==> src/rtl/mac_pkg.sv <==
// Shared definitions for the MAC forwarding lookup: header/forward word layout, widths, FSM states.
// Aging is compiled in with `define MAC_FWD_AGING_EN.
package mac_pkg;

  localparam int MAC_W     = 48;
  localparam int NUM_PORTS = 4;
  localparam int PORT_W    = 2;
  localparam int GROUP_BIT = 40;

  localparam int HDR_W    = 114;
  localparam int DST_HI   = 113;
  localparam int DST_LO   = 66;
  localparam int SRC_HI   = 65;
  localparam int SRC_LO   = 18;
  localparam int ETYPE_HI = 17;
  localparam int ETYPE_LO = 2;
  localparam int PORT_HI  = 1;
  localparam int PORT_LO  = 0;

  // Forward word: {ingress port, egress mask}
  localparam int FWD_W = PORT_W + NUM_PORTS;

  typedef enum logic [1:0] {
    S_IDLE   = 2'd0,
    S_SEARCH = 2'd1,
    S_LEARN  = 2'd2,
    S_EMIT   = 2'd3
  } state_e;

  function automatic logic [NUM_PORTS-1:0] port_onehot(input logic [PORT_W-1:0] port);
    port_onehot = NUM_PORTS'(1) << port;
  endfunction

  function automatic logic [NUM_PORTS-1:0] flood_mask(input logic [PORT_W-1:0] in_port);
    flood_mask = {NUM_PORTS{1'b1}} & ~port_onehot(in_port);
  endfunction

endpackage

==> src/rtl/mac_fwd_lookup_if.sv <==
// Header-FIFO / forward-FIFO bundle between the lookup engine (slave) and its FIFOs (master).
// Handshake: the header FIFO is first-word-fall-through; h_fifo_rden is a one-cycle pop issued only
// while h_fifo_empty is 0. f_fifo_wren is a one-cycle push issued only while f_fifo_full is 0, and
// f_fifo_din is held from that push until the next decision. rden and wren never share a cycle.
interface mac_fwd_if;
  import mac_pkg::*;

  logic [HDR_W-1:0] h_fifo_dout;
  logic             h_fifo_empty;
  logic             h_fifo_rden;
  logic [FWD_W-1:0] f_fifo_din;
  logic             f_fifo_full;
  logic             f_fifo_wren;

  modport master (
    output h_fifo_dout, h_fifo_empty, f_fifo_full,
    input  h_fifo_rden, f_fifo_din, f_fifo_wren
  );

  modport slave (
    input  h_fifo_dout, h_fifo_empty, f_fifo_full,
    output h_fifo_rden, f_fifo_din, f_fifo_wren
  );
endinterface

==> src/rtl/mac_table.sv <==
// MAC table register array: combinational read by index, one write port, and an aging sweep.
// Hit flags and the sweep exist only when MAC_FWD_AGING_EN is defined.
module mac_table
  import mac_pkg::*;
#(
  parameter int DEPTH = 16,
  parameter int IDX_W = $clog2(DEPTH)
) (
  input  logic              clk,
  input  logic              rst,
  input  logic [IDX_W-1:0]  rd_idx_i,
  output logic              rd_valid_o,
  output logic [MAC_W-1:0]  rd_mac_o,
  output logic [PORT_W-1:0] rd_port_o,
  input  logic              wr_en_i,
  input  logic [IDX_W-1:0]  wr_idx_i,
  input  logic [MAC_W-1:0]  wr_mac_i,
  input  logic [PORT_W-1:0] wr_port_i,
  input  logic              sweep_i
);

  logic [DEPTH-1:0]  valid_q;
  logic [MAC_W-1:0]  mac_q  [DEPTH];
  logic [PORT_W-1:0] port_q [DEPTH];

`ifdef MAC_FWD_AGING_EN
  logic [DEPTH-1:0] hit_q;

  // Sweep and write are never requested together: sweep only happens while the FSM idles.
  always_ff @(posedge clk) begin
    if (rst) begin
      valid_q <= '0;
      hit_q   <= '0;
    end else if (sweep_i) begin
      valid_q <= valid_q & hit_q;
      hit_q   <= '0;
    end else if (wr_en_i) begin
      valid_q[wr_idx_i] <= 1'b1;
      hit_q[wr_idx_i]   <= 1'b1;
    end
  end
`else
  logic sweep_unused;
  assign sweep_unused = sweep_i;

  always_ff @(posedge clk) begin
    if (rst) begin
      valid_q <= '0;
    end else if (wr_en_i) begin
      valid_q[wr_idx_i] <= 1'b1;
    end
  end
`endif

  always_ff @(posedge clk) begin
    if (wr_en_i) begin
      mac_q[wr_idx_i]  <= wr_mac_i;
      port_q[wr_idx_i] <= wr_port_i;
    end
  end

  assign rd_valid_o = valid_q[rd_idx_i];
  assign rd_mac_o   = mac_q[rd_idx_i];
  assign rd_port_o  = port_q[rd_idx_i];

endmodule

==> src/rtl/mac_fwd_lookup.sv <==
// Learning L2 forwarding lookup: pops a header, scans the MAC table one entry per cycle, learns the
// source, and pushes {ingress, egress mask}. Optional aging sweep under `define MAC_FWD_AGING_EN.
module mac_fwd_lookup
  import mac_pkg::*;
#(
  parameter int          TABLE_DEPTH = 16,
  parameter logic [31:0] AGE_PERIOD  = 32'd125_000_000
) (
  input  logic     clk,
  input  logic     rst,
  mac_fwd_if.slave bus,
  output state_e   state_o
);

  localparam int IDX_W = $clog2(TABLE_DEPTH);
  localparam logic [IDX_W-1:0] LAST_IDX = IDX_W'(TABLE_DEPTH - 1);

  state_e               state_q, state_d;
  logic [IDX_W-1:0]     idx_q, idx_d;
  logic [IDX_W-1:0]     rptr_q, rptr_d;
  logic [MAC_W-1:0]     dst_q, dst_d;
  logic [MAC_W-1:0]     src_q, src_d;
  logic [PORT_W-1:0]    in_port_q, in_port_d;
  logic                 dst_hit_q, dst_hit_d;
  logic [PORT_W-1:0]    dst_port_q, dst_port_d;
  logic                 src_hit_q, src_hit_d;
  logic [IDX_W-1:0]     src_idx_q, src_idx_d;
  logic                 free_found_q, free_found_d;
  logic [IDX_W-1:0]     free_idx_q, free_idx_d;
  logic [NUM_PORTS-1:0] mask_q, mask_d;
  logic                 rden_q, rden_d;
  logic                 wren_q, wren_d;
  logic [FWD_W-1:0]     din_q, din_d;

  logic                 rd_valid;
  logic [MAC_W-1:0]     rd_mac;
  logic [PORT_W-1:0]    rd_port;
  logic                 tbl_we;
  logic [IDX_W-1:0]     tbl_widx;
  logic                 sweep;
  logic                 sweep_req;
  logic [15:0]          ethertype_unused;

  assign ethertype_unused = bus.h_fifo_dout[ETYPE_HI:ETYPE_LO];

`ifdef MAC_FWD_AGING_EN
  logic [31:0] age_cnt_q;
  logic        sweep_pend_q;

  // A period ending in the same cycle as a sweep re-arms the pending flag.
  always_ff @(posedge clk) begin
    if (rst) begin
      age_cnt_q    <= '0;
      sweep_pend_q <= 1'b0;
    end else begin
      if (sweep) sweep_pend_q <= 1'b0;
      if (age_cnt_q == AGE_PERIOD - 32'd1) begin
        age_cnt_q    <= '0;
        sweep_pend_q <= 1'b1;
      end else begin
        age_cnt_q <= age_cnt_q + 32'd1;
      end
    end
  end
  assign sweep_req = sweep_pend_q;
`else
  logic [31:0] age_period_unused;
  assign age_period_unused = AGE_PERIOD;
  assign sweep_req         = 1'b0;
`endif

  mac_table #(
    .DEPTH (TABLE_DEPTH),
    .IDX_W (IDX_W)
  ) u_table (
    .clk        (clk),
    .rst        (rst),
    .rd_idx_i   (idx_q),
    .rd_valid_o (rd_valid),
    .rd_mac_o   (rd_mac),
    .rd_port_o  (rd_port),
    .wr_en_i    (tbl_we),
    .wr_idx_i   (tbl_widx),
    .wr_mac_i   (src_q),
    .wr_port_i  (in_port_q),
    .sweep_i    (sweep)
  );

  always_comb begin
    state_d      = state_q;
    idx_d        = idx_q;
    rptr_d       = rptr_q;
    dst_d        = dst_q;
    src_d        = src_q;
    in_port_d    = in_port_q;
    dst_hit_d    = dst_hit_q;
    dst_port_d   = dst_port_q;
    src_hit_d    = src_hit_q;
    src_idx_d    = src_idx_q;
    free_found_d = free_found_q;
    free_idx_d   = free_idx_q;
    mask_d       = mask_q;
    rden_d       = 1'b0;
    wren_d       = 1'b0;
    din_d        = din_q;
    tbl_we       = 1'b0;
    tbl_widx     = rptr_q;
    sweep        = 1'b0;

    case (state_q)
      S_IDLE: begin
        if (sweep_req) begin
          sweep = 1'b1;
        end else if (!bus.h_fifo_empty) begin
          dst_d        = bus.h_fifo_dout[DST_HI:DST_LO];
          src_d        = bus.h_fifo_dout[SRC_HI:SRC_LO];
          in_port_d    = bus.h_fifo_dout[PORT_HI:PORT_LO];
          rden_d       = 1'b1;
          idx_d        = '0;
          dst_hit_d    = 1'b0;
          src_hit_d    = 1'b0;
          free_found_d = 1'b0;
          state_d      = S_SEARCH;
        end
      end

      S_SEARCH: begin
        if (rd_valid) begin
          if (!dst_hit_q && rd_mac == dst_q) begin
            dst_hit_d  = 1'b1;
            dst_port_d = rd_port;
          end
          if (!src_hit_q && rd_mac == src_q) begin
            src_hit_d = 1'b1;
            src_idx_d = idx_q;
          end
        end else if (!free_found_q) begin
          free_found_d = 1'b1;
          free_idx_d   = idx_q;
        end
        if (idx_q == LAST_IDX) state_d = S_LEARN;
        else                   idx_d   = idx_q + IDX_W'(1);
      end

      S_LEARN: begin
        // Group source addresses are never learned.
        if (!src_q[GROUP_BIT]) begin
          tbl_we = 1'b1;
          if (src_hit_q) begin
            tbl_widx = src_idx_q;
          end else if (free_found_q) begin
            tbl_widx = free_idx_q;
          end else begin
            tbl_widx = rptr_q;
            rptr_d   = rptr_q + IDX_W'(1);
          end
        end
        if (dst_q[GROUP_BIT] || !dst_hit_q) mask_d = flood_mask(in_port_q);
        else if (dst_port_q == in_port_q)   mask_d = '0;
        else                                mask_d = port_onehot(dst_port_q);
        state_d = S_EMIT;
      end

      S_EMIT: begin
        if (!bus.f_fifo_full) begin
          wren_d  = 1'b1;
          din_d   = {in_port_q, mask_q};
          state_d = S_IDLE;
        end
      end

      default: state_d = S_IDLE;
    endcase
  end

  always_ff @(posedge clk) begin
    if (rst) begin
      state_q      <= S_IDLE;
      idx_q        <= '0;
      rptr_q       <= '0;
      dst_q        <= '0;
      src_q        <= '0;
      in_port_q    <= '0;
      dst_hit_q    <= 1'b0;
      dst_port_q   <= '0;
      src_hit_q    <= 1'b0;
      src_idx_q    <= '0;
      free_found_q <= 1'b0;
      free_idx_q   <= '0;
      mask_q       <= '0;
      rden_q       <= 1'b0;
      wren_q       <= 1'b0;
      din_q        <= '0;
    end else begin
      state_q      <= state_d;
      idx_q        <= idx_d;
      rptr_q       <= rptr_d;
      dst_q        <= dst_d;
      src_q        <= src_d;
      in_port_q    <= in_port_d;
      dst_hit_q    <= dst_hit_d;
      dst_port_q   <= dst_port_d;
      src_hit_q    <= src_hit_d;
      src_idx_q    <= src_idx_d;
      free_found_q <= free_found_d;
      free_idx_q   <= free_idx_d;
      mask_q       <= mask_d;
      rden_q       <= rden_d;
      wren_q       <= wren_d;
      din_q        <= din_d;
    end
  end

  assign bus.h_fifo_rden = rden_q;
  assign bus.f_fifo_wren = wren_q;
  assign bus.f_fifo_din  = din_q;
  assign state_o         = state_q;

endmodule
==> src/flat_wrapper.sv <==
// flat-port wrapper written by rule: the top's interface ports become plain ports
module mac_fwd_lookup_flat import mac_pkg::*;
#(
  parameter int          TABLE_DEPTH = 16,
  parameter logic [31:0] AGE_PERIOD  = 32'd125_000_000
)
  (clk, rst, state_o, bus_h_fifo_dout, bus_h_fifo_empty, bus_f_fifo_full, bus_h_fifo_rden, bus_f_fifo_din, bus_f_fifo_wren);
  mac_fwd_if bus_i ();
  input  logic clk;
  input  logic rst;
  output state_e state_o;
  input wire logic [$bits(bus_i.h_fifo_dout)-1:0] bus_h_fifo_dout;
  input wire logic [$bits(bus_i.h_fifo_empty)-1:0] bus_h_fifo_empty;
  input wire logic [$bits(bus_i.f_fifo_full)-1:0] bus_f_fifo_full;
  output wire logic [$bits(bus_i.h_fifo_rden)-1:0] bus_h_fifo_rden;
  output wire logic [$bits(bus_i.f_fifo_din)-1:0] bus_f_fifo_din;
  output wire logic [$bits(bus_i.f_fifo_wren)-1:0] bus_f_fifo_wren;
  assign bus_i.h_fifo_dout = bus_h_fifo_dout;
  assign bus_i.h_fifo_empty = bus_h_fifo_empty;
  assign bus_i.f_fifo_full = bus_f_fifo_full;
  assign bus_h_fifo_rden = bus_i.h_fifo_rden;
  assign bus_f_fifo_din = bus_i.f_fifo_din;
  assign bus_f_fifo_wren = bus_i.f_fifo_wren;
  mac_fwd_lookup #(.TABLE_DEPTH(TABLE_DEPTH), .AGE_PERIOD(AGE_PERIOD)) u_core (.clk(clk), .rst(rst), .bus(bus_i), .state_o(state_o));
endmodule
==> config.mk <==
export PLATFORM = sky130hd
export DESIGN_NAME = mac_fwd_lookup_flat
export DESIGN_NICKNAME = d
export VERILOG_FILES = /design/src/rtl/mac_pkg.sv /design/src/rtl/mac_fwd_lookup_if.sv /design/src/rtl/mac_table.sv /design/src/rtl/mac_fwd_lookup.sv /design/src/flat_wrapper.sv
export SDC_FILE = /design/constraint.sdc
export NUM_CORES = 1
export LEC_CHECK = 0
export CELL_PAD_IN_SITES_DETAIL_PLACEMENT = 0
export CELL_PAD_IN_SITES_GLOBAL_PLACEMENT = 1
export CORE_ASPECT_RATIO = 1.75
export CORE_UTILIZATION = 29
export DETAILED_ROUTE_END_ITERATION = 8
export GPL_TIMING_DRIVEN = 0
export PLACE_DENSITY_LB_ADDON = 0.08
export SETUP_SLACK_MARGIN = 0.02
export SYNTH_ARGS = -nofsm -noshare
export SYNTH_HDL_FRONTEND = slang
export SYNTH_SLANG_ARGS = --single-unit
==> constraint.sdc <==
create_clock -name clk -period 4.6 [get_ports clk]
set_input_delay 0.69 -clock clk [delete_from_list [all_inputs] [get_ports clk]]
set_output_delay 0.69 -clock clk [all_outputs]
set_load 0.01 [all_outputs]
==> Yosys cells after proc, flatten, opt, wreduce, memory -nomap -nowiden <==
Memory sizes are Yosys's and may differ from the RTL's. A register that Yosys moved wholly into a read port is not among the register bits.
Index checks and enable logic that the tools add are counted.
{ "classes": {"bitwise_logic": 10, "n_shift": 2, "order_cmp": 3, "addsub": 2, "n_reduce_logical": 21, "n_mux": 34, "eq_ne": 15} }
{ "ops": {"columns": ["op", "count"], "rows": [
  ["48-bit equality test", 2],
  ["4-bit two-way mux", 10],
  ["3-bit AND reduction", 6],
  ["16-bit OR", 1],
  ["1-bit two-way mux", 14],
  ["4-bit AND reduction", 3],
  ["4-bit by 5-bit < comparator with 1-bit output, second input constant", 2],
  ["4-bit by 1-bit adder with 4-bit output, second input constant", 2],
  ["2-bit by 1-bit != test with 1-bit output, second input constant", 4],
  ["2-bit != test, second input constant", 4],
  ["1-bit inverter", 8],
  ["2-bit one-hot mux with 4 select lines", 1],
  ["4-bit one-hot mux with 2 select lines", 1],
  ["1-bit by 2-bit << shifter with 4-bit output, first input constant", 2],
  ["2-bit two-way mux", 3],
  ["1-bit one-hot mux with 2 select lines", 3],
  ["1-bit binary-select mux with 4-bit select", 1],
  ["1-bit demux with 4-bit select", 1],
  ["2-bit equality test, second input constant", 2],
  ["4-bit equality test, second input constant", 1],
  ["4-bit by 1-bit >= comparator with 1-bit output, second input constant", 1],
  ["4-bit inverter", 1],
  ["2-bit AND reduction", 2],
  ["2-bit OR reduction", 2],
  ["7 further kinds", 10]
]} }
{ "totals": {"mem_count": 2, "output_inout_bits": 10, "ff_bits": 147, "mem_bits_rw": 800} }
{ "memory_table": {"columns": ["name", "depth", "word_bits", "read_ports", "rd_clocked_by_memory_dff", "wr", "line", "rtl"], "rows": [
  ["u_core.u_table.mac_q", 16, 48, 1, 1, 1, "mac_table.sv:23", "logic [MAC_W-1:0] mac_q [DEPTH];"],
  ["u_core.u_table.port_q", 16, 2, 1, 1, 1, "mac_table.sv:24", "logic [PORT_W-1:0] port_q [DEPTH];"]
]} }

==> Depth between registers and ports, before layout <==
Gate-level depths: netlist of the first run.
{ "logic_depth": {"ltp_word": 9, "mapped_depth": 15} }

==> Modules after synthesis <==
A second synthesis of the first run with hierarchy kept.
{ "hier_totals": {"hier_cells": 2060, "hier_area_um2": 36719.0} }
{ "by_module_without_submodules": {"columns": ["mod", "cells_each", "seq_area_each_um2", "instances", "area_per_inst_um2"], "rows": [
  ["mac_table", 1302, 24343.3, 1, 30651.9],
  ["mac_fwd_lookup", 758, 2662.6, 1, 6067.1]
]} }

==> Least setup slack after synthesis of the first run <==
No wires, ideal clock.
{ "synth_path": {"path_type": "register -> register", "from": "reg u_core.state_q[0] (netlist: u_core.state_o[0])", "to": "mem u_core.u_table.mac_q[0][0], enable pin", "setup_slack_ns": 0.145, "t_arrival_ns": 3.996, "stages_incl_launch_ff": 11, "required_time_ns": 4.141, "n_path_buf": 2, "path_cell_list": "dfxtp_1 > inv_1 > ha_1 > clkbuf_1 > nand2b_1 > clkbuf_1 > nor2_1 > a22oi_1 > o21ai_0 > nand3b_1 > nor2_1"} }
{ "synth_between": {"elab_chain_cells": 4, "word_cells_on_any_way": 5, "cone_classes": "eq/ne (1); mux (4)"} }
{ "synth_lines": {"columns": ["item", "line", "rtl"], "rows": [
  ["start: declaration", "mac_fwd_lookup.sv:18", "state_e state_q, state_d;"],
  ["start signal: assignment", "mac_fwd_lookup.sv:195", "state_q <= state_d;"],
  ["2-bit equality test *", "mac_fwd_lookup.sv:110", "case (state_q)"],
  ["1-bit two-way mux", "mac_fwd_lookup.sv:110", null],
  ["1-bit two-way mux", "mac_table.sv:56", "if (wr_en_i) begin"],
  ["1-bit two-way mux (implied by the code)", "mac_table.sv:57", "mac_q[wr_idx_i] <= wr_mac_i;"],
  ["end: declaration", "mac_table.sv:23", null]
]} }
Mark *: on every way between the ends. The rest lies on a longest branch, timed or not.

==> run_results.csv, run 1 <==
group,metric,value,unit
final_layout,fill_cells,12500,
run,drv_cap,0,
critical_path,critPathLaunchType,"flip-flop",
synthesis,synth_top_flop_cell,"edfxtp_1",
global_routing,grt_pass1_wl,215000,um
power_and_ir_drop,p_comb_share,22.1,%
power_and_ir_drop,switching_share,32.4,%
floorplan,coreArea,0.132,mm^2
synthesis,synthTopCellsByCount,"edfxtp_1 (800), nand2_1 (266), mux2i_1 (158), dfxtp_1 (153), mux4_2 (153)",
floorplan,initial_core_util,29.3,%
timing,setup_slack,0.0984,ns
power_and_ir_drop,p_leak,14.8,nW
critical_path,critPathMaxFanout,10,
synthesis,synth-seq-cells,953,
timing,timing.fmax,222,MHz
clock_network,clock_latency,0.71,ns
synthesis,synth_area,0.0386,mm^2
power_and_ir_drop,power.net_switching,7.75,mW
critical_path,slowest_stage,"a221oi_1",
route,drc,0,
final_layout,seqCellArea,0.0271,mm^2
clock_network,clk_pin_slew_worst_paths,0.07,ns
placement,place_ws,-2.64,ns
route,drtPass1Iterations,5,
synthesis,ys_warn_count,0,
synthesis,syn_nets,2510,
status,outcome,"completed",
power_and_ir_drop,clkPwrFrac,33.0,%
min_path,hp-class,"flip-flop to flip-flop",
floorplan,die_x,278,um
route,via_per_inst,5.26,
final_layout,synthToLayoutAreaGrowth,21.1,%
synthesis,synthCells,2385,
placement,port_buffers,111,
critical_path,crit_family,"simple AND/OR/NAND/NOR gates",
clock_network,clockRootBuffer,"clkbuf_16",
timing,finalMaxSlewViolations,0,
route,wire_per_inst,36.6,um
synthesis,synth_cell_types,73,
critical_path,crit_buf_inv,3,
critical_path,crit_path_end_kind,"flip-flop",
critical_path,critPathMaxStageDelay,0.89,ns
clock_network,clockBufferDepth,3,
critical_path,cp.required,5.23,ns
clock_network,cts_max_level,3,
placement,hpwl,116000,um
route,wirelength,162000,um
timing,max_slew.worst_pin.slew,1.30,ns
timing,finalCritPeriodShare,97.9,%
synthesis,yosys.area.top_type,"edfxtp_1",
critical_path,critical_path_cell_count,12,
critical_path,crit_type,"flip-flop to flip-flop",
critical_path,crit_path_cell_trace,"buf_6 > buf_6 > buf_6 > nand2_1 > o22ai_1 > a221oi_1 > o32a_1 > nand4_1 > or4_4 > or4_1 > or3b_4 > o22ai_2",
timing,finalSetupTns,0,ns
power_and_ir_drop,power_density,512,mW/mm^2
critical_path,worstRegToRegCells,12,
route,vias,23200,
final_layout,multiInputGateArea,0.0112,mm^2
synthesis,ys_seq_area_share,70.2,%
power_and_ir_drop,peakVddDrop,0.277,mV
floorplan,io_pins,128,
timing,grt_setup_unrepaired,"no",
synthesis,synth_most_common_cell,"edfxtp_1",
placement,place.gp.congestion,0.912,
floorplan,dieArea,0.135,mm^2
clock_network,cts_tree,"yes",
timing,skew,0.0291,ns
timing,finalCriticalPeriod,4.50,ns
critical_path,cpMostUsedCell,"buf_6",
global_routing,grt_start_max_net_pins,23,
global_routing,antenna_found_initial,8,
synthesis,synth_top_area_share,62.3,%
synthesis,synthTopCellsByArea,"edfxtp_1 (62%), mux4_2 (8.9%), dfxtp_1 (7.9%)",
timing,hold_viol,0,
global_routing,grt_pass1_vias,23800,
synthesis,async_reset_ff_share,0,%
synthesis,synth_edf_count,800,
critical_path,worstPathArrival,5.13,ns
synthesis,syn_avg_cell_area,16.2,um^2
power_and_ir_drop,p_seq_share,44.8,%
timing,relSlewSlack,13.1,%
timing,finalSetupViolations,0,
clock_network,cts_buffers,94,
min_path,min_path_cells,2,
global_routing,grt_use_total,24.0,%
final_layout,drive_gt1_share,20.1,%
route,drt_iter0_markers,1978,
final_layout,nNetsFinal,2776,
floorplan,row_count,176,
clock_network,cts_num_sinks,953,
power_and_ir_drop,internal_power,16.2,mW
global_routing,overflow,0,
clock_network,cts_hold_buf,0,
route,drtAntennaViolNets,0,
floorplan,die_h,485,um
==> tightest hold or removal path, delay by kind of cell (launching register included) <==
kind | cells | cell delay [ns]
flops | 1 | 0.32
simple gates | 2 | 0.11
==> stage by stage <==
stage	hold WS, ns	instances	util [%]	power [mW]	instance area, um^2
after global routing	0.499	4420	35.5	24.6	46700
after detailed placement	0.457	4238	32.7	16.0	43000
after CTS	0.472	4416	35.4	24.1	46700
final	0.466	4420	35.5	23.9	46700
after floorplan	0.435	2385	-	13.2	38600
after global placement	0.450	4187	31.8	15.9	41800
==> cells by family (layout without fill, tap and decap cells) <==
group	count (synthesis)	count (layout)	synth area share [%]
AOI/OAI and AO/OA	328	328	5.79
DFF	953	953	70.2
muxes	343	343	14.0
adders and majority gates	7	7	0.227
other	0	1	0
xor gates and xnor gates	87	87	1.97
buffers and inverters	148	491	1.92
and+or+nand+nor	519	519	5.93
==> power groups by stage <==
stage / clock network (mW) / registers, mW / logic, mW
finish: 7.90 / 10.7 / 5.29
detailed placement: 0 / 10.9 / 5.11
CTS: 8.07 / 10.7 / 5.34
global placement: 0 / 10.9 / 5.01
global route: 8.34 / 10.8 / 5.49
floorplan: 0 / 10.5 / 2.64
==> path summary, 6_finish.rpt <==
kind                             start                         to  slack (ns)
max reg2reg                  flip-flop           u_core.src_hit_q         0.1
max                          flip-flop           u_core.src_hit_q         0.1
min reg2reg  u_core.u_table.valid_q[2]  u_core.u_table.valid_q[2]        0.47
min          u_core.u_table.valid_q[2]  u_core.u_table.valid_q[2]        0.47
==> per-layer routing <==
layer	vias to the layer above	wire, um	track usage, %
li1	9848	-	-
met1	12400	62800	28.5
met2	772	84600	43.4
met3	183	6980	2.66
met4	0	7340	10.4
met5	-	0	0
==> flip-flops by register name, summed over array words and instances (netlist names), 2 cells and up, named ones only <==
name / flops
u_core.u_table.port_q: 32
u_core.bus.f_fifo_din: 6
u_core.state_o: 2
u_core.dst_port_q: 2
u_core.u_table.valid_q: 16
u_core.in_port_q: 2
u_core.rptr_q: 4
u_core.src_idx_q: 4
u_core.idx_q: 4
u_core.free_idx_q: 4
u_core.u_table.mac_q: 768
u_core.mask_q: 4
u_core.dst_q: 48
u_core.src_q: 48
==> what timing repair did <==
item / in CTS / in global routing
pin swaps: 6 / 6
hold endpoints to repair: 0 / 0
setup endpoints to repair: 8 / 14
gates resized for setup: 144 / 13
setup buffers: 5 / 3
==> final cells by class <==
type | instances | share of cell area, %
Tap cell | 1691 | 4.53
Clock buffer | 118 | 5.47
Buffer | 126 | 1.89
Multi-Input combinational cell | 1284 | 24.1
Timing Repair Buffer | 170 | 4.83
Antenna cell | 1 | 0.00535
Sequential cell | 953 | 58.0
Inverter | 22 | 0.177
Clock inverter | 55 | 1.08
==> cell usage in the layout, fill, tap and decap left out, drive strengths merged, types with 8 or more instances in the layout <==
cell type	netlist	final
clkinv	0	38
mux4	153	153
clkbuf	51	171
dfxtp	153	153
edfxtp	800	800
nand4	13	13
a22oi	33	33
xnor2	47	47
bufinv	0	8
a2111oi	8	8
buf	75	132
clkdlybuf4s50	0	111
inv	22	27
nor2	120	120
o211ai	8	8
a21oi	135	135
xor2	40	40
o22ai	20	20
o21ai	13	13
a211oi	14	14
nor2b	18	18
mux2i	158	158
nand2	266	266
nor4	10	10
nand2b	23	23
nand3	18	18
nor3	14	14
a221oi	29	29
mux2	32	32
and2	11	11
No activity file was read; power rests on OpenSTA's default activity.
==> run 2, diff against run 1 <==
--- a/config.mk
+++ b/config.mk
@@ -10,8 +10,7 @@
 export CORE_ASPECT_RATIO = 1.75
 export CORE_UTILIZATION = 29
 export DETAILED_ROUTE_END_ITERATION = 8
-export GPL_TIMING_DRIVEN = 0
-export PLACE_DENSITY_LB_ADDON = 0.08
+export PLACE_DENSITY = 0.55
 export SETUP_SLACK_MARGIN = 0.02
 export SYNTH_ARGS = -nofsm -noshare
 export SYNTH_HDL_FRONTEND = slang
==> run 2 against run 1 <==
First-iteration DRC count decreased by 8.4%. Maximum frequency rose by 1.7%. Power fell by 5.1%. Critical endpoint is now u_core.src_idx_q[3]. Global-route usage decreased by 5.5 points. Clock power down 6.7%. Die area unchanged. Clock skew fell by 0.0074 ns. Highest routed layer is now met5. Setup slack improved by 0.073 ns. Largest cell class unchanged.
==> run_results.csv, run 2 (synthesis gave the netlist of run 1 again) <==
group,metric,value,unit
critical_path,critPathMaxFanout,33,
global_routing,overflow,0,
timing,setup_slack,0.172,ns
critical_path,worstRegToRegCells,11,
timing,timing.fmax,226,MHz
final_layout,seqCellArea,0.0271,mm^2
min_path,hold_start,"rst",
floorplan,die_x,278,um
run,drv_cap,0,
clock_network,cts_tree,"yes",
critical_path,slowest_stage,"dfxtp_4",
global_routing,use_met3,2.68,%
timing,finalMaxSlewViolations,0,
final_layout,fill_cells,12600,
power_and_ir_drop,peakVddDrop,0.230,mV
floorplan,die_h,485,um
global_routing,grt_start_max_net_pins,99,
critical_path,cp.required,5.20,ns
timing,finalCritPeriodShare,96.3,%
critical_path,reg2reg_slack,0.17,ns
clock_network,clock_latency,0.69,ns
final_layout,synthToLayoutAreaGrowth,19.5,%
critical_path,critPathMaxStageDelay,0.83,ns
status,outcome,"completed",
floorplan,row_count,176,
clock_network,cts_setup_buffers,0,
final_layout,reg_top3,"u_core.u_table.mac_q x768, u_core.dst_q x48, u_core.src_q x48",
floorplan,coreArea,0.132,mm^2
timing,skew,0.0216,ns
global_routing,grt_use_total,18.5,%
critical_path,crit_family,"compound AO/OA/AOI/OAI gates",
route,drt_iter0_markers,1811,
clock_network,clockRootBuffer,"clkbuf_16",
placement,hpwl,84800,um
timing,holdWs,0.416,ns
timing,hold_viol,0,
timing,grt_setup_unrepaired,"no",
critical_path,critPathLaunchType,"flip-flop",
timing,max_slew.worst_pin.slew,1.03,ns
placement,placed_area,0.0432,mm^2
global_routing,use_met2,33.8,%
final_layout,fin_util,35.0,%
final_layout,nNetsFinal,2768,
min_path,hp-class,"input port to flip-flop",
final_layout,top_register,"u_core.u_table.mac_q",
route,via_per_inst,5.09,
clock_network,cts_buffers,88,
final_layout,multiInputGateArea,0.0109,mm^2
route,vias,22400,
clock_network,clk_pin_slew_worst_paths,0.06,ns
floorplan,dieArea,0.135,mm^2
route,drtPass1Iterations,7,
floorplan,io_pins,128,
route,wirelength,125000,um
timing,finalCriticalPeriod,4.43,ns
route,wire_per_inst,28.4,um
critical_path,crit_path_end_kind,"flip-flop",
placement,place_ws,-0.0444,ns
critical_path,reg2reg_to,"u_core.src_idx_q[3]",
placement,place.gp.congestion,0.850,
min_path,min_path_cells,2,
placement,port_buffers,111,
final_layout,design_area,0.0461,mm^2
clock_network,cts_num_sinks,953,
final_layout,final_cell_mix,"edfxtp_1 (800), nand2_1 (266), mux2i_1 (156)",
critical_path,critical_path_cell_count,11,
critical_path,crit_path_cell_trace,"buf_4 > mux4_2 > mux2i_1 > a21oi_1 > xor2_1 > a311oi_1 > nand4_1 > nor4_2 > buf_4 > nand3_1 > a21oi_1",
critical_path,crit_type,"flip-flop to flip-flop",
global_routing,grt_pass1_vias,23600,
global_routing,top_usage_layer,"met2",
route,drtAntennaViolNets,0,
critical_path,worstPathArrival,5.03,ns
route,drc,0,
floorplan,initial_core_util,29.3,%
timing,relSlewSlack,31.3,%
timing,finalSetupViolations,0,
global_routing,grtUsageMet1,21.6,%
critical_path,crit_buf_inv,2,
global_routing,grt_pass1_wl,177000,um
final_layout,final_common_cell,"edfxtp_1",
min_path,holdPathEnd,"u_core.rptr_q[1]",
power_and_ir_drop,power_density,493,mW/mm^2
final_layout,largest_reg_flops,768,
clock_network,cts_max_level,3,
power_and_ir_drop,p_leak,14.8,nW
clock_network,cts_hold_buf,0,
clock_network,clockBufferDepth,3,
final_layout,drive_gt1_share,20.1,%
global_routing,antenna_found_initial,4,
-- run 2: worst max path at each step --
stage                      startpoint                    endpoint  slack, ns
finish                      flip-flop         u_core.src_idx_q[3]       0.17
global route                flip-flop         u_core.src_idx_q[2]       0.06
CTS                         flip-flop         u_core.src_idx_q[0]       0.15
detailed placement          flip-flop         u_core.src_idx_q[2]      -0.04
global placement            flip-flop         u_core.src_idx_q[2]      -0.07
floorplan           u_core.state_o[0]  u_core.u_table.mac_q[0][0]       0.14
-- run 2: what timing repair did --
action | CTS | global route
endpoints found under the setup margin | 4 | 0
endpoints found under the hold margin | 0 | 0
resized for setup | 2 | 0
-- run 2: final cells by class --
type	instances	area share [%]
flip-flops and latches	953	58.8
multi-input cells	1284	23.7
repair buffers	294	6.61
clock buffers	120	5.29
well taps	1691	4.59
clock inverters	42	0.874
inverters	22	0.179
diodes	2	0.0109
-- run 2: per-layer routing --
layer,vias to the layer above,share of wire (%)
met3,157,4.3
met5,-,0.022
met2,616,53
met4,4,3.8
li1,9798,-
met1,11900,39
-- run 2: through the flow --
stage	setup TNS (ns)	std cells	total power [mW]
final	0	4408	22.7
after CTS	0	4406	22.9
after floorplan	0	2385	13.2
after global routing	0	4407	23.5
after global placement	-0.247	4244	15.5
after detailed placement	-0.143	4244	15.6
-- run 2: report_power, final --
part	internal (mW)	leakage (nW)	switching, mW
Clock	4.08	1.38	3.29
Sequential	10.0	8.62	0.623
Combinational	1.82	4.78	2.88
Total	15.9	14.8	6.80
==> run 3, diff against run 2 <==
--- a/config.mk
+++ b/config.mk
@@ -10,8 +10,9 @@
 export CORE_ASPECT_RATIO = 1.75
 export CORE_UTILIZATION = 29
 export DETAILED_ROUTE_END_ITERATION = 8
+export MAX_ROUTING_LAYER = met4
 export PLACE_DENSITY = 0.55
-export SETUP_SLACK_MARGIN = 0.02
+export SETUP_SLACK_MARGIN = 0.1
 export SYNTH_ARGS = -nofsm -noshare
 export SYNTH_HDL_FRONTEND = slang
 export SYNTH_SLANG_ARGS = --single-unit
==> run 3 against run 2 <==
Sequential cell count unchanged. Maximum frequency increased by 0.67%. Non-clock buffer count increased by 1. Register-to-register slack improved by 0.03 ns. Worst hold slack got worse by 0.0018 ns. Critical path depth unchanged. Clock power about the same. Critical path type unchanged. Largest power group unchanged. Highest routed layer is now met4.
==> run_results.csv, run 3 (synthesis gave the netlist of run 1 again) <==
group,metric,value,unit
clock_network,clk_pin_slew_worst_paths,0.07,ns
clock_network,clockBufferDepth,3,
global_routing,grt_start_max_net_pins,99,
timing,grt_setup_unrepaired,"no",
clock_network,cts_buffers,88,
critical_path,critPathLaunchType,"flip-flop",
clock_network,cts_max_level,3,
min_path,hp-class,"input port to flip-flop",
critical_path,worstRegToRegCells,11,
timing,hold_viol,0,
placement,hpwl,84800,um
critical_path,crit_buf_inv,2,
run,drv_cap,0,
power_and_ir_drop,p_seq_share,46.8,%
critical_path,critPathMaxStageDelay,0.84,ns
timing,max_slew.worst_pin.slew,1.02,ns
clock_network,cts_tree,"yes",
min_path,holdPathEnd,"u_core.state_o[1]",
power_and_ir_drop,peakVddDrop,0.230,mV
floorplan,row_count,176,
global_routing,grt_pass1_vias,23600,
timing,finalMaxSlewViolations,0,
final_layout,top_register,"u_core.u_table.mac_q",
floorplan,die_x,278,um
critical_path,reg2reg_to,"u_core.src_idx_q[0]",
clock_network,cts_num_sinks,953,
timing,finalCriticalPeriod,4.40,ns
final_layout,nNetsFinal,2769,
critical_path,crit_family,"compound AO/OA/AOI/OAI gates",
placement,place.gp.congestion,0.864,
timing,skew,0.0249,ns
final_layout,largest_reg_flops,768,
route,drc,0,
power_and_ir_drop,power.net_switching,6.81,mW
critical_path,crit_path_end_kind,"flip-flop",
floorplan,coreArea,0.132,mm^2
global_routing,overflow,0,
critical_path,worstPathArrival,5.00,ns
floorplan,dieArea,0.135,mm^2
route,wire_per_inst,28.4,um
critical_path,crit_path_cell_trace,"buf_4 > mux4_2 > mux2i_1 > a21oi_1 > xor2_1 > a311oi_1 > nand4_1 > nor4_2 > buf_4 > nand3_1 > a21oi_1",
min_path,hold_start,"rst",
floorplan,io_pins,128,
timing,finalCritPeriodShare,95.6,%
route,via_per_inst,5.07,
final_layout,final_common_cell,"edfxtp_1",
power_and_ir_drop,p_comb_share,20.8,%
route,drtAntennaViolNets,0,
critical_path,cp.required,5.20,ns
power_and_ir_drop,power_density,493,mW/mm^2
placement,port_buffers,111,
global_routing,grt_pass1_wl,177000,um
route,drtPass1Iterations,5,
route,vias,22400,
final_layout,drive_gt1_share,20.1,%
critical_path,slowest_stage,"dfxtp_4",
final_layout,synthToLayoutAreaGrowth,19.6,%
status,outcome,"completed",
floorplan,die_h,485,um
global_routing,grt_use_total,19.1,%
critical_path,reg2reg_slack,0.20,ns
floorplan,initial_core_util,29.3,%
route,drt_iter0_markers,1766,
final_layout,reg_top3,"u_core.u_table.mac_q x768, u_core.dst_q x48, u_core.src_q x48",
final_layout,fin_util,35.0,%
power_and_ir_drop,clkPwrFrac,32.4,%
power_and_ir_drop,p_leak,14.8,nW
timing,finalSetupViolations,0,
global_routing,antenna_found_initial,5,
final_layout,design_area,0.0461,mm^2
power_and_ir_drop,internal_power,15.9,mW
clock_network,clock_latency,0.69,ns
route,wirelength,125000,um
timing,relSlewSlack,31.7,%
placement,placed_area,0.0432,mm^2
power_and_ir_drop,switching_share,30.0,%
final_layout,final_cell_mix,"edfxtp_1 (800), nand2_1 (266), mux2i_1 (156)",
critical_path,crit_type,"flip-flop to flip-flop",
timing,timing.fmax,227,MHz
critical_path,critPathMaxFanout,33,
min_path,min_path_cells,2,
clock_network,clockRootBuffer,"clkbuf_16",
-- run 3: cell type report --
type                    instances  area [um^2]
clock buffers                 120         2440
repair buffers                295         3080
fillers                     12600        85600
well taps                    1691         2120
clock inverters                42          403
inverters                      22         82.6
flip-flops and latches        953        27100
diodes                          5         12.5
multi-input cells            1284        10900
-- run 3: worst reg2reg max path, stage by stage (launching register included) --
cell and delay [ns]:
dfxtp_4 0.84, buf_4 0.43, mux4_2 0.54, mux2i_1 0.20, a21oi_1 0.16, xor2_1 0.22, a311oi_1 0.59, nand4_1 0.24
nor4_2 0.54, buf_4 0.26, nand3_1 0.08, a21oi_1 0.19
-- run 3: repair_timing --
action                                 4_1_cts  5_1_grt
resized for setup                            2        0
endpoints found under the hold margin        0        0
setup buffers                                0        1
hold buffers                                 0        0
setup endpoints to repair                    4        3
-- run 3: worst max path at each step --
stage / startpoint / end / slack (ns) / cells after the start
finish: flip-flop / u_core.src_idx_q[0] / 0.20 / 11
global route: flip-flop / u_core.src_idx_q[2] / 0.11 / 12
CTS: flip-flop / u_core.src_idx_q[0] / 0.15 / 9
detailed placement: flip-flop / u_core.src_idx_q[2] / -0.04 / 12
global placement: flip-flop / u_core.src_idx_q[2] / -0.07 / 12
floorplan: u_core.state_o[0] / u_core.u_table.mac_q[0][0] / 0.14 / 10
-- run 3: per-stage QoR --
| step | hold slack [ns] | power, mW | worst slack, ns | cells | setup TNS, ns |
|---|---|---|---|---|---|
| floorplan | 0.435 | 13.2 | 0.145 | 2385 | 0 |
| global placement | 0.443 | 15.5 | -0.0716 | 4244 | -0.247 |
| detailed placement | 0.460 | 15.6 | -0.0444 | 4244 | -0.143 |
| CTS | 0.366 | 22.9 | 0.148 | 4406 | 0 |
| global route | 0.406 | 23.5 | 0.107 | 4411 | 0 |
| finish | 0.414 | 22.7 | 0.201 | 4412 | 0 |
-- run 3: power by group through the flow --
stage	logic [mW]	clock network, mW	registers, mW
6_report	4.72	7.37	10.6
3_3_place_gp	4.74	0	10.8
5_1_grt	5.00	7.81	10.7
4_1_cts	4.78	7.52	10.6
3_5_place_dp	4.75	0	10.8
2_1_floorplan	2.64	0	10.5
-- run 3: layer usage --
layer  global-route usage [%]  up-vias  share of wire (%)
met2                     33.8      606                 53
met4                     7.41        0                4.1
met5                        -        -                  0
li1                         -     9804                  -
met3                     2.47      163                4.1
met1                     21.7    11800                 39
